### src/rtl/ftc_pkg.sv
// Shared types and constants for the frame timing controller.
// Latency: n/a (types and constants only).
// Backpressure: n/a.
package ftc_pkg;

    typedef enum logic [2:0] {
        ST_IDLE      = 3'd0,
        ST_VBLANK    = 3'd1,
        ST_ACTIVE    = 3'd2,
        ST_HBLANK    = 3'd3,
        ST_FRAME_END = 3'd4
    } ftc_state_e;

    localparam int LINE_MAX_DEF  = 100;
    localparam int FRAME_MAX_DEF = 50;
    localparam int HBLANK_DEF    = 8;
    localparam int VBLANK_DEF    = 16;
    localparam int PKT_WORDS_DEF = 512;

    localparam int PIX_CNT_W   = 16;
    localparam int LINE_CNT_W  = 16;
    localparam int BLANK_CNT_W = 16;
    localparam int WORD_CNT_W  = 16;
    localparam int FRAME_CNT_W = 16;

endpackage

### src/rtl/pkt_handshake.sv
// Package handshake: counts captured pixels, flags full packages, drives readout select and overrun.
// Latency: package_ready one cycle after the closing pixel_we; cs_n one cycle after package_ready / rd_out.
// Backpressure: none; a package completing while the previous one is still selected sets sticky overrun.
module pkt_handshake
    import ftc_pkg::*;
#(
    parameter int PKT_WORDS = PKT_WORDS_DEF
) (
    input  logic sys_clk,
    input  logic sys_rst_n,
    input  logic clr,
    input  logic pixel_we,
    input  logic rd_out,
    output logic package_ready,
    output logic cs_n,
    output logic overrun
);

    localparam logic [WORD_CNT_W-1:0] WORD_LAST = WORD_CNT_W'(PKT_WORDS - 1);

    logic [WORD_CNT_W-1:0] word_cnt;

    // Word counter persists across frames; only an accepted start (or reset) rewinds it.
    always_ff @(posedge sys_clk) begin
        if (!sys_rst_n) begin
            word_cnt      <= '0;
            package_ready <= 1'b0;
            cs_n          <= 1'b1;
            overrun       <= 1'b0;
        end else begin
            package_ready <= 1'b0;
            if (clr) begin
                word_cnt <= '0;
            end else if (pixel_we) begin
                if (word_cnt == WORD_LAST) begin
                    word_cnt      <= '0;
                    package_ready <= 1'b1;
                end else begin
                    word_cnt <= word_cnt + WORD_CNT_W'(1);
                end
            end
            // A new package outranks a simultaneous read completion: select stays low.
            if (package_ready) begin
                cs_n <= 1'b0;
            end else if (rd_out) begin
                cs_n <= 1'b1;
            end
            if (clr) begin
                overrun <= 1'b0;
            end else if (package_ready && !cs_n) begin
                overrun <= 1'b1;
            end
        end
    end

endmodule

### src/rtl/frame_timing_ctrl.sv
// Frame timing controller: sequences VBLANK/ACTIVE/HBLANK per frame and captures the pixel stream.
// Latency: frame_valid/line_valid decode state directly; pixel_out/pixel_we one cycle after pix_en.
// Backpressure: none; the pixel stream cannot stall, late readouts are reported through overrun.
module frame_timing_ctrl
    import ftc_pkg::*;
#(
    parameter int LINE_MAX  = LINE_MAX_DEF,
    parameter int FRAME_MAX = FRAME_MAX_DEF,
    parameter int HBLANK    = HBLANK_DEF,
    parameter int VBLANK    = VBLANK_DEF,
    parameter int PKT_WORDS = PKT_WORDS_DEF
) (
    input  logic                   sys_clk,
    input  logic                   sys_rst_n,
    input  logic                   pix_en,
    input  logic                   start,
    input  logic                   stop,
    input  logic [7:0]             pixel_in,
    input  logic                   rd_out,
    output logic                   frame_valid,
    output logic                   line_valid,
    output logic [7:0]             pixel_out,
    output logic                   pixel_we,
    output logic                   package_ready,
    output logic                   cs_n,
    output logic [FRAME_CNT_W-1:0] frame_cnt,
    output logic                   busy,
    output logic                   overrun
);

    localparam logic [PIX_CNT_W-1:0]   PIX_LAST  = PIX_CNT_W'(LINE_MAX - 1);
    localparam logic [LINE_CNT_W-1:0]  LINE_LAST = LINE_CNT_W'(FRAME_MAX - 1);
    localparam logic [BLANK_CNT_W-1:0] HBLK_LAST = BLANK_CNT_W'(HBLANK - 1);
    localparam logic [BLANK_CNT_W-1:0] VBLK_LAST = BLANK_CNT_W'(VBLANK - 1);

    ftc_state_e             state;
    logic [PIX_CNT_W-1:0]   pix_cnt;
    logic [LINE_CNT_W-1:0]  line_cnt;
    logic [BLANK_CNT_W-1:0] blank_cnt;
    logic                   stop_pend;
    logic                   start_acc;

    assign start_acc   = (state == ST_IDLE) && start;
    assign busy        = (state != ST_IDLE);
    assign line_valid  = (state == ST_ACTIVE);
    assign frame_valid = (state == ST_ACTIVE) || (state == ST_HBLANK);

    // Frame sequencer with pixel capture; stop is only honoured at a frame boundary.
    always_ff @(posedge sys_clk) begin
        if (!sys_rst_n) begin
            state     <= ST_IDLE;
            pix_cnt   <= '0;
            line_cnt  <= '0;
            blank_cnt <= '0;
            stop_pend <= 1'b0;
            frame_cnt <= '0;
            pixel_out <= '0;
            pixel_we  <= 1'b0;
        end else begin
            pixel_we <= 1'b0;
            if (stop && (state != ST_IDLE)) begin
                stop_pend <= 1'b1;
            end
            case (state)
                ST_IDLE: begin
                    // Start wins over a coincident stop, which is simply dropped.
                    if (start) begin
                        state     <= ST_VBLANK;
                        pix_cnt   <= '0;
                        line_cnt  <= '0;
                        blank_cnt <= '0;
                        stop_pend <= 1'b0;
                    end
                end
                ST_VBLANK: begin
                    if (pix_en) begin
                        if (blank_cnt == VBLK_LAST) begin
                            state     <= ST_ACTIVE;
                            blank_cnt <= '0;
                            line_cnt  <= '0;
                            pix_cnt   <= '0;
                        end else begin
                            blank_cnt <= blank_cnt + BLANK_CNT_W'(1);
                        end
                    end
                end
                ST_ACTIVE: begin
                    if (pix_en) begin
                        pixel_out <= pixel_in;
                        pixel_we  <= 1'b1;
                        if (pix_cnt == PIX_LAST) begin
                            pix_cnt <= '0;
                            state   <= (line_cnt == LINE_LAST) ? ST_FRAME_END : ST_HBLANK;
                        end else begin
                            pix_cnt <= pix_cnt + PIX_CNT_W'(1);
                        end
                    end
                end
                ST_HBLANK: begin
                    if (pix_en) begin
                        if (blank_cnt == HBLK_LAST) begin
                            state     <= ST_ACTIVE;
                            blank_cnt <= '0;
                            line_cnt  <= line_cnt + LINE_CNT_W'(1);
                        end else begin
                            blank_cnt <= blank_cnt + BLANK_CNT_W'(1);
                        end
                    end
                end
                ST_FRAME_END: begin
                    frame_cnt <= frame_cnt + FRAME_CNT_W'(1);
                    pix_cnt   <= '0;
                    line_cnt  <= '0;
                    blank_cnt <= '0;
                    if (stop_pend || stop) begin
                        state     <= ST_IDLE;
                        stop_pend <= 1'b0;
                    end else begin
                        state <= ST_VBLANK;
                    end
                end
                default: state <= ST_IDLE;
            endcase
        end
    end

    pkt_handshake #(
        .PKT_WORDS (PKT_WORDS)
    ) u_pkt_handshake (
        .sys_clk       (sys_clk),
        .sys_rst_n     (sys_rst_n),
        .clr           (start_acc),
        .pixel_we      (pixel_we),
        .rd_out        (rd_out),
        .package_ready (package_ready),
        .cs_n          (cs_n),
        .overrun       (overrun)
    );

endmodule

### config.mk
export PLATFORM = sky130hd
export DESIGN_NAME = frame_timing_ctrl
export DESIGN_NICKNAME = d
export VERILOG_FILES = /design/src/rtl/ftc_pkg.sv /design/src/rtl/pkt_handshake.sv /design/src/rtl/frame_timing_ctrl.sv
export SDC_FILE = /design/constraint.sdc
export NUM_CORES = 1
export LEC_CHECK = 0
export CELL_PAD_IN_SITES_DETAIL_PLACEMENT = 0
export CELL_PAD_IN_SITES_GLOBAL_PLACEMENT = 2
export CORE_MARGIN = 1
export CORE_UTILIZATION = 38
export DETAILED_ROUTE_END_ITERATION = 16
export PLACE_DENSITY = 0.9
export SYNTH_ARGS = -nofsm -noshare
export SYNTH_HDL_FRONTEND = slang
export SYNTH_HIERARCHICAL = 1
export SYNTH_SLANG_ARGS = --single-unit
### constraint.sdc
create_clock -name sys_clk -period 6.4 [get_ports sys_clk]
set_input_delay 1.6 -clock sys_clk [delete_from_list [all_inputs] [get_ports sys_clk]]
set_output_delay 1.6 -clock sys_clk [all_outputs]
set_load 0.02 [all_outputs]
Word level (Yosys, flattened, before mapping) --
Cells that the tools add are included. W data, S select, Z words.
Operators by class: reduce and logical (&&, ||, !) cells 19, magnitude comparators 0, shift-type cells 0, eq/ne operators 16, bitwise operators 2, mux-type cells 33, $add $sub $neg 5, multiply operators 0, div/mod/pow operators 0
Operator list (count):
- $mux W16 | 12
- $pmux W16 S4 | 3
- $add A16 B1 Y16 const B | 5
- $mux W3 | 8
- $eq A16 B3 Y1 const B | 1
- $eq A16 B4 Y1 const B | 1
- $eq A16 B6 Y1 const B | 1
- $eq A16 B7 Y1 const B | 1
- $eq A16 B9 Y1 const B | 1
- $pmux W3 S5 | 1
- $ne A2 B2 Y1 const B | 5
- $mux W1 | 8
- $reduce_bool A4 Y1 | 2
- $reduce_and A7 Y1 | 1
- $eq A3 B2 Y1 const B | 2
- $reduce_and A6 Y1 | 1
- $reduce_and A5 Y1 | 1
- $ne A2 B1 Y1 const B | 2
- $reduce_and A2 Y1 | 2
- $reduce_and A4 Y1 | 1
- $eq A3 B1 Y1 const B | 1
- $eq A3 B3 Y1 const B | 1
- $logic_and A1 B1 Y1 | 3
- $logic_not A3 Y1 | 1
- 8 further kinds | 10
Storage, ports and cells: RAM bits 0, latch bits 0, memories kept 0, input port bits 14, word-level logic and storage cells 87, register bits 96, memory bits (read-only) 0, output and inout port bits 31

Logic depth before layout (Yosys ltp) --
depth in word-level cells 5, mapped depth 9, gate-level depth less buffers 7

Hierarchy --
Netlist, hierarchy kept.
Modules (own cells, without submodules):
- frame_timing_ctrl | seq. area each 1541.5 um^2, cells each 471, times used 1, area an instance 3937.5 um^2
- pkt_handshake | seq. area each 380.4 um^2, cells each 96, times used 1, area an instance 889.6 um^2

Worst setup path before layout --
OpenSTA, ideal clock, no wires.
path kind in2reg, start point input port start, end point register blank_cnt[10], setup time 0.064 ns, path buffers 3, stages on the path 8, path slack 3.210 ns, data arrival time 3.126 ns, data required time 6.336 ns, cell sequence nor2_1 -> o22ai_1 -> clkbuf_1 -> a31oi_1 -> clkbuf_1 -> nand2_1 -> buf_2 -> nor2_1
On the way: word-level cells in the longest chain between the ends 2
RTL lines:
- from (decl) | RTL line frame_timing_ctrl.sv:16 | input logic start,
- $ne A2 B2 Y1 (no source line)
- $reduce_and A4 Y1 (no source line)
- to (signal assigned) | RTL line frame_timing_ctrl.sv:83 | blank_cnt <= blank_cnt + BLANK_CNT_W'(1);
- to (signal assigned) | RTL line frame_timing_ctrl.sv:106 | blank_cnt <= blank_cnt + BLANK_CNT_W'(1);
- to (decl) | RTL line frame_timing_ctrl.sv:39 | logic [BLANK_CNT_W-1:0] blank_cnt;
No other way between the ends. A chain may end at the register's enable or synchronous reset.

Final worst setup path --
start point input port start, end point register blank_cnt[7]
The elaborated chain is that of the path after synthesis.

==> metrics.yaml <==
status: "complete, no violations"
dr.pass1.iters: 5
power.leakage_nw: 1.81
switching_share: 0.305
slew_headroom: 0.327
hold_class: "reg -> reg"
grt_use_met1: 0.235
fin_nets: 619
avgRoutedWirePerCell_um: 14.3
synth_nets: 587
hold_depth: 2
seq_area_um2: 1920
root_buffer: "clkbuf_16"
io-pin-count: 45
grt_pass1_wl_mm: 18.2
vdd_ir_drop_max_v: 0.000128
power_switching_uw: 440
worst-path-buf-inv: 2
yosysWarnings: 6
layout-drive-gt1-share: 0.0679
vias_per_cell: 5.30
portBuffers: 44
grt_pass1_vias: 3700
finalCritPeriodShare: 0.625
cp_cell_sequence: "clkdlybuf4s50_1, nor2_1, o22ai_1, buf_4, a31oi_1, nand2_1, a21oi_1"
insertion_delay_ps: 350
synth_cell_types: 66
antenna_cells: 0
layout_setup_ws_ps: 2400
drt_iter0_drc: 269
routed_wl_mm: 11.0
synthTopCellsByArea: "dfxtp_1 40%, nor2_1 5.1%, nand2_1 4.4%"
area_growth_pct: 16.3
grt_usage: 0.175
dieArea_um2: 13200
finalMaxSlewViolations: 0
rr_worst_depth: 6
synth_edf_count: 0
vias: 4092
intPower_mw: 1.00
slowest_delay_ps: 690
hpwl_mm: 7.81
dpl_cell_area_um2: 5340
p_per_area_nw_per_um2: 257
timing.hold.ws_ps: 452
cts_buffers: 9
seqPwrFrac: 0.444
power_frac_comb: 0.202
h-tree-depth: 3
use_met2: 0.271
finClkSkew_ps: 8.36
grt.met3_usage: 0.0492
final_antenna_net_count: 0
ys_seq_area_frac: 0.398
grt_max_degree: 31
gr-total-overflow: 0
tns_ps: 0
worstSetupEndpointType: "flip-flop"
worstPathMaxFanout: 20
fin_crit_ps: 4000
critPathArrivalTime_ps: 4270
multi_input_area_um2: 2690
clk_path_buf_depth: 2
antenna_found_initial: 0
cp_slowest_cell: "a31oi_1"
worstSetupPathType: "in -> reg"
yosysTopAreaCellShare: 0.398
cap_violations: 0
fin_area_um2: 5610
cts_setup_buffers: 0
place_ws_ps: 2090
syn_area_um2: 4830
cp_top_family: "compound AO/OA/AOI/OAI gates"
die_w_um: 115
synthFlopType: "dfxtp_1"
die_h_um: 115
grt_busiest_layer: "met2"
row_count: 40
drc_errors: 0
hold_viol: 0
clkPwrFrac: 0.355
cp_num_cells: 7
final_util: 0.460
tightest_slew_ps: 1010
synth_area_per_cell_um2: 8.51
ctsResizeCount: 0
core-area_um2: 12200
gp_congestion: 0.797
crit_required_ps: 6670
cts_sinks: 96
nFillCells: 1204
start_util: 0.395
synth_area_leader_cell: "dfxtp_1"
syn_inst: 567
rsz0062_at_grt: "no"
worstSetupStartpointType: "input pin"
max_freq_mhz: 250
holdBufCountCts: 0
ys_seq_elements: 96
cts_tree: "built"
async_reset_ff_frac: 0
clkTransAtPathRegs_ps: 60
setup_viol: 0
## state kept, by name, summed over array words and instances, names as in the netlist
signal / flops
blank_cnt: 16
frame_cnt: 16
line_cnt: 16
pix_cnt: 16
u_pkt_handshake/word_cnt: 16
pixel_out: 8
state: 3
pixel_we: 1
stop_pend: 1
u_pkt_handshake/cs_n: 1
u_pkt_handshake/overrun: 1
u_pkt_handshake/package_ready: 1
## routing by layer
layer  share of wire  up-vias
li1                -     2105
met1            0.50     1912
met5               0        -
met2            0.45       60
met4           0.015        0
met3           0.040       15
## final cells by class
cell class	count	area share
multi-input cells	431	0.479
well taps	168	0.0374
flip-flops and latches	96	0.342
inverters	15	0.0100
repair buffers	46	0.0811
clock inverters	2	0.00245
clock buffers	14	0.0470
## power groups by stage
stage                     logic, mW  clock network (mW)  registers, mW
after floorplan               0.223                   0          0.643
after global placement        0.288                   0          0.654
after detailed placement      0.291                   0          0.653
after CTS                     0.292               0.528          0.640
after global routing          0.320               0.551          0.642
final                         0.291               0.511          0.640
## synthesized netlist by cell type, types with 3 or more instances
library cell and instances:
a211oi_1 3, nor4_1 14, or3_1 12, and4_1 5, clkbuf_1 12, nor3_1 15, and3_1 9, nor2_1 66
a21oi_1 33, nand2_1 57, a31oi_1 4, ha_1 6, inv_1 15, xnor2_1 24, buf_6 8, nor2b_1 7
xor2_1 23, or4_1 5, and2_1 3, nand4_1 23, nand3_1 24, nor4bb_1 3, nor3b_1 5, o21ai_0 30
o31ai_1 11, dfxtp_1 96
## cell usage in the layout, fill, tap and decap left out, types with 14 or more instances in the layout
cell type and count:
xnor2_1 24, nand3_1 24, xor2_1 23, inv_1 15, a21oi_1 33, clkdlybuf4s50_1 44
nand2_1 57, nand4_1 23, nor4_1 14, o21ai_0 30, nor3_1 15, dfxtp_1 96
nor2_1 66
## per-stage QoR
stage	power, mW	std cells
after floorplan	0.866	567
after global placement	0.942	756
after detailed placement	0.944	756
after CTS	1.46	772
after global routing	1.51	772
final	1.44	772
## cell families after synthesis
| logic type | after synthesis | share of synthesized area |
|---|---|---|
| mux | 2 | 0.00415 |
| simple gates | 275 | 0.313 |
| flops | 96 | 0.398 |
| fa+ha+maj | 6 | 0.0156 |
| xor+xnor | 47 | 0.0853 |
| compound gates | 101 | 0.140 |
| buf+inv | 40 | 0.0443 |
## worst register-to-register path, cell delays in order, from the launching register on
cell and delay [ps]:
dfxtp_1 390, ha_1 380, or4b_4 560, nor4_4 340
a31oi_1 380, or4_1 570, a21oi_1 150
## final timing paths
| path | start | to | slack (ps) |
|---|---|---|---|
| worst max-delay path | start | blank_cnt[7] | 2400 |
| worst min-delay path | pixel_out[2] | pixel_out[2] | 450 |
| worst max register to register | blank_cnt[0] | line_cnt[14] | 3570 |
| worst min register to register | pixel_out[2] | pixel_out[2] | 450 |
(Power assumes the default switching activity.)
